**config.mk**
```make
export PLATFORM = sky130hd
export DESIGN_NAME = fetch_unit
export DESIGN_NICKNAME = d
export VERILOG_FILES = /design/src/rtl/fetch_unit.sv
export SDC_FILE = /design/constraint.sdc
export NUM_CORES = 1
export LEC_CHECK = 0
export CAP_MARGIN = 30
export CELL_PAD_IN_SITES_DETAIL_PLACEMENT = 1
export CELL_PAD_IN_SITES_GLOBAL_PLACEMENT = 1
export CORE_MARGIN = 2
export CORE_UTILIZATION = 32
export CTS_BUF_LIST = sky130_fd_sc_hd__clkbuf_4 sky130_fd_sc_hd__clkbuf_8
export DETAILED_ROUTE_END_ITERATION = 8
export GPL_ROUTABILITY_DRIVEN = 0
export PLACE_DENSITY_LB_ADDON = 0.1
export RECOVER_POWER = 25
export SLEW_MARGIN = 20
export SYNTH_ARGS = -nofsm -noshare
export SYNTH_HDL_FRONTEND = slang
export SYNTH_SLANG_ARGS = --single-unit
```
**constraint.sdc**
```tcl
create_clock -name clk -period 2.5 [get_ports clk]
set_input_delay 0.75 -clock clk [delete_from_list [all_inputs] [get_ports clk]]
set_output_delay 0.75 -clock clk [all_outputs]
set_load 0.02 [all_outputs]
```
**src/rtl/fetch_unit.sv**
```systemverilog
// RV32I instruction fetch stage: one outstanding word request, registered instruction out to decode.
// Optional misaligned-redirect trap is compiled in with `define FETCH_MISALIGN_TRAP_EN.
module fetch_unit #(
  parameter logic [31:0] RESET_PC = 32'h0000_0000
) (
  input  logic        clk,
  input  logic        rst,
  input  logic        redirect_valid,
  input  logic [31:0] redirect_pc,
  output logic        imem_req_valid,
  input  logic        imem_req_ready,
  output logic [31:0] imem_addr,
  input  logic        imem_rsp_valid,
  input  logic [31:0] imem_rsp_data,
  output logic        inst_valid,
  input  logic        inst_ready,
  output logic [31:0] inst,
  output logic [31:0] inst_pc,
  output logic        fetch_fault
);

  localparam logic [31:0] RESET_PC_ALIGNED = {RESET_PC[31:2], 2'b00};
  localparam logic [31:0] NOP_WORD         = 32'h0000_0013;

  typedef enum logic [2:0] {
    IDLE,
    REQ,
    WAIT,
    HOLD
`ifdef FETCH_MISALIGN_TRAP_EN
    , FAULT
`endif
  } state_t;

  state_t      state_reg, state_next;
  logic [31:0] pc_reg, pc_next;
  logic        squash_reg, squash_next;
  logic [31:0] inst_reg, inst_pc_reg;
  logic        capture;
  logic        req_valid_reg, inst_valid_reg;
  logic        redirect_take;
  logic [31:0] redirect_target;

`ifdef FETCH_MISALIGN_TRAP_EN
  logic fault_take;
  logic fault_reg;
`else
  logic unused_redirect_lsbs;
  assign unused_redirect_lsbs = ^redirect_pc[1:0];
`endif

  assign redirect_target = {redirect_pc[31:2], 2'b00};

  always_comb begin
    state_next    = state_reg;
    pc_next       = pc_reg;
    squash_next   = squash_reg;
    capture       = 1'b0;
    redirect_take = redirect_valid;
`ifdef FETCH_MISALIGN_TRAP_EN
    fault_take    = redirect_valid && (state_reg != FAULT) && (redirect_pc[1:0] != 2'b00);
    redirect_take = redirect_valid && (state_reg != FAULT) && (redirect_pc[1:0] == 2'b00);
`endif

    case (state_reg)
      IDLE: state_next = REQ;
      REQ:  if (imem_req_ready) state_next = WAIT;
      WAIT: begin
        if (imem_rsp_valid) begin
          if (squash_reg) begin
            state_next  = REQ;
            squash_next = 1'b0;
          end else begin
            state_next = HOLD;
            capture    = 1'b1;
          end
        end
      end
      HOLD: begin
        if (inst_ready) begin
          state_next = REQ;
          pc_next    = pc_reg + 32'd4;
        end
      end
`ifdef FETCH_MISALIGN_TRAP_EN
      FAULT: state_next = FAULT;
`endif
      default: state_next = IDLE;
    endcase

    // A redirect overrides whatever the state case decided this cycle.
    if (redirect_take) begin
      pc_next = redirect_target;
      capture = 1'b0;
      case (state_reg)
        REQ:  squash_next = imem_req_ready;
        WAIT: begin
          state_next  = imem_rsp_valid ? REQ : WAIT;
          squash_next = !imem_rsp_valid;
        end
        default: state_next = REQ;
      endcase
    end

`ifdef FETCH_MISALIGN_TRAP_EN
    if (fault_take) begin
      state_next  = FAULT;
      pc_next     = pc_reg;
      squash_next = 1'b0;
      capture     = 1'b0;
    end
`endif
  end

  always_ff @(posedge clk) begin
    if (rst) begin
      state_reg      <= IDLE;
      pc_reg         <= RESET_PC_ALIGNED;
      squash_reg     <= 1'b0;
      inst_reg       <= NOP_WORD;
      inst_pc_reg    <= RESET_PC_ALIGNED;
      req_valid_reg  <= 1'b0;
      inst_valid_reg <= 1'b0;
`ifdef FETCH_MISALIGN_TRAP_EN
      fault_reg      <= 1'b0;
`endif
    end else begin
      state_reg      <= state_next;
      pc_reg         <= pc_next;
      squash_reg     <= squash_next;
      req_valid_reg  <= (state_next == REQ);
      inst_valid_reg <= (state_next == HOLD);
`ifdef FETCH_MISALIGN_TRAP_EN
      fault_reg      <= (state_next == FAULT);
`endif
      if (capture) begin
        inst_reg    <= imem_rsp_data;
        inst_pc_reg <= pc_reg;
      end
    end
  end

  assign imem_req_valid = req_valid_reg;
  assign imem_addr      = pc_reg;
  assign inst_valid     = inst_valid_reg;
  assign inst           = inst_reg;
  assign inst_pc        = inst_pc_reg;
`ifdef FETCH_MISALIGN_TRAP_EN
  assign fetch_fault    = fault_reg;
`else
  assign fetch_fault    = 1'b0;
`endif

endmodule

```
==> flow_metrics.env <==
export IMPL_path_cells="clkdlybuf4s50_1"
export IMPL_io_pins=169
export IMPL_cp_required_ps=1750
export IMPL_r2r_cells=5
export IMPL_critical_path_top_delay_family="buffers and inverters"
export IMPL_crit_buf_inv=1
export IMPL_power_density_nw_per_um2=498
export IMPL_final_area_sq_um=6480
export IMPL_numCtsBuffers=9
export IMPL_postCtsSetupRepairBufs=0
export IMPL_antenna_found_initial=0
export IMPL_ant_nets=0
export IMPL_syn_avg_cell_area_sq_um=7.98
export IMPL_yosys_warnings=0
export IMPL_fmax_mhz=421
export IMPL_synth_distinct_cells=58
export IMPL_drtIter0Drc=248
export IMPL_worstSkewPairLatency_ps=370
export IMPL_path_depth=1
export IMPL_rsz0062_at_grt="no"
export IMPL_synth_seq_cells=98
export IMPL_synth_edf_count=0
export IMPL_yosysMostFrequentCell="nand2_1"
export IMPL_wl_mm=15.5
export IMPL_cts_sinks=98
export IMPL_async_flop_share=0
export IMPL_layout_setup_ws_ps=127
export IMPL_status="finished clean"
export IMPL_worstHoldPathType="flop to flop"
export IMPL_r2r_end="imem_addr[30]$_SDFFE_PP0P_"
export IMPL_crit_end="imem_addr[18]"
export IMPL_place_ws_ps=-371
export IMPL_root_buffer="clkbuf_8"
export IMPL_syn_cell_area_sq_um=4370
export IMPL_finalMaxSlewViolations=0
export IMPL_yosys_top_cells_count="141 x nand2_1, 98 x dfxtp_1, 66 x a21oi_1"
export IMPL_r2r_start="imem_addr[3]$_SDFFE_PP0P_"
export IMPL_drc_errors=0
export IMPL_min_from="inst_pc[30]$_SDFFE_PP0P_"
export IMPL_yosysTopAreaCell="dfxtp_1"
export IMPL_tightestPinTransition_ps=606
export IMPL_r2r_setup_slack_ps=270
export IMPL_fin_cells=892
export IMPL_antenna_diode_count=0
export IMPL_crit_start="imem_addr[18]$_SDFFE_PP0P_"
export IMPL_grtUsageTotal=0.216
export IMPL_syn2layout_area_growth_pct=48.2
export IMPL_multi_input_area_sq_um=2140
export IMPL_overflow=0
export IMPL_ys_top_cells_by_area="dfxtp_1 45%, nand2_1 12%, a21oi_1 7.6%"
export IMPL_synth_seq_area_share=0.449
export IMPL_core_area_sq_um=13300
export IMPL_cts_max_level=3
export IMPL_dpl_hpwl_mm=11.4
export IMPL_end_kind="output pin"
export IMPL_dieWidth_microns=121
export IMPL_cts_tree="built"
export IMPL_num_rows=42
export IMPL_slowest_delay_ps=680
export IMPL_drt_vias_per_instance=5.23
export IMPL_cp_slowest_cell="clkdlybuf4s50_1"
export IMPL_ctsResizeCount=0
export IMPL_final_net_count=782
export IMPL_grt_pass1_wl_mm=24.9
export IMPL_maxCapViolations=0
export IMPL_p_leak_nw=2.23
export IMPL_grt_max_degree=55
export IMPL_start_util=0.329
export IMPL_largest_reg_flops=32
export IMPL_vdd_ir_drop_worst_mv=0.252
export IMPL_hold_viol_final=0
export IMPL_syn_inst=548
export IMPL_drive_gt1_frac=0.0810
export IMPL_via_count=4663
export IMPL_fillers=1589
export IMPL_finalCritPeriodShare=0.949
export IMPL_grt_pass1_vias=4837
export IMPL_tns_ps=0
export IMPL_synth_top_area_share=0.449
export IMPL_clk_pin_slew_ps=90
export IMPL_finalSetupViolations=0
export IMPL_post_drt_wl_per_cell_microns=17.4
export IMPL_hold_buffers=0
export IMPL_maxSlewHeadroom=0.596
export IMPL_dp_cells=876
export IMPL_clock_path_buffers=2
export IMPL_critPathLaunchType="flop"
export IMPL_crit_fanout=8
export IMPL_dpl_cell_area_sq_um=6290
export IMPL_regArea_sq_um=1960
export IMPL_skew_ps=10.6
export IMPL_io_buffers=161
export IMPL_die_h_microns=121
export IMPL_die_area_sq_um=14600
export IMPL_first_pass_iters=4
export IMPL_period_needed_ps=2370
export IMPL_ys_flop_type="dfxtp_1"
export IMPL_crit_type="flop to output pin"
export IMPL_crit_arrival_ps=1620
-- kinds of logic (layout without fill, tap and decap cells) --
group           Yosys count  after routing  share of synthesized area
simple gates            257            257                      0.283
compound gates          125            125                      0.180
flops                    98             98                      0.449
buf+inv                  58            221                     0.0689
xor+xnor                  8              8                     0.0160
fa+ha+maj                 1              1                    0.00286
other cells               1              6                   0.000857
-- power breakdown --
group	internal, W	leakage [nW]	switching, W	total, W
registers	0.00160	0.798	0.0000665	0.00167
logic	0.000230	1.32	0.000211	0.000441
clock network	0.000558	0.109	0.000564	0.00112
-- cell type report --
| cell class | instances | area share |
|---|---|---|
| Multi-Input combinational cell | 397 | 0.329 |
| Tap cell | 176 | 0.0340 |
| Clock buffer | 13 | 0.0266 |
| Inverter | 10 | 0.00579 |
| Timing Repair Buffer | 195 | 0.294 |
| Clock inverter | 3 | 0.00714 |
| Sequential cell | 98 | 0.303 |
-- metrics by stage --
stage          utilization  total power (W)  hold slack, ps
6_report             0.488          0.00323             458
5_1_grt              0.488          0.00338             481
4_1_cts              0.490          0.00327             461
3_5_place_dp         0.473          0.00215             448
3_3_place_gp         0.473          0.00214             442
2_1_floorplan            -          0.00189             463
-- placed cells by master (no fill, tap or decap), drive strengths merged, types with 3 or more instances in the layout --
| cell type | netlist | routed |
|---|---|---|
| a2111oi | 3 | 3 |
| a211o | 3 | 3 |
| a211oi | 12 | 12 |
| a21oi | 66 | 66 |
| a311oi | 12 | 12 |
| and3 | 5 | 5 |
| and4 | 3 | 3 |
| buf | 10 | 32 |
| clkbuf | 36 | 16 |
| clkdlybuf4s50 | 1 | 152 |
| conb | 1 | 6 |
| dfxtp | 98 | 98 |
| dlygate4sd3 | 0 | 7 |
| inv | 10 | 10 |
| nand2 | 141 | 141 |
| nand3 | 14 | 14 |
| nand4 | 9 | 9 |
| nor2 | 28 | 28 |
| nor2b | 4 | 4 |
| nor3 | 8 | 8 |
| nor4 | 12 | 12 |
| o21ai | 11 | 11 |
| o31ai | 5 | 5 |
| or3 | 11 | 11 |
| or4 | 7 | 7 |
| or4b | 3 | 3 |
| xnor2 | 8 | 8 |
-- how the worst min path moves through the flow --
stage                                to  slack (ps)  cells after the start
2_1_floorplan     squash_reg$_SDFF_PP0_         460                      2
5_1_grt         inst_pc[3]$_SDFFE_PP0P_         480                      2
3_3_place_gp      inst[31]$_SDFFE_PP0P_         440                      2
4_1_cts        inst_pc[15]$_SDFFE_PP0P_         460                      2
3_5_place_dp   inst_pc[15]$_SDFFE_PP0P_         450                      2
6_report       inst_pc[30]$_SDFFE_PP0P_         460                      2
-- layer usage --
metal  track usage  wire [microns]  vias up
li1              -               -     2239
met1         0.263            6540     2264
met2         0.379            7780      140
met3        0.0414             909       20
met4        0.0763             306        0
met5             0               0        -
-- worst reg2reg max path, delay by kind of cell (launching register included) --
| family | cells | cell delay, ps |
|---|---|---|
| compound gates | 1 | 250 |
| fa+ha+maj | 1 | 230 |
| flops | 1 | 440 |
| simple gates | 3 | 1240 |
Note: power is estimated with default switching activity, not from simulation.
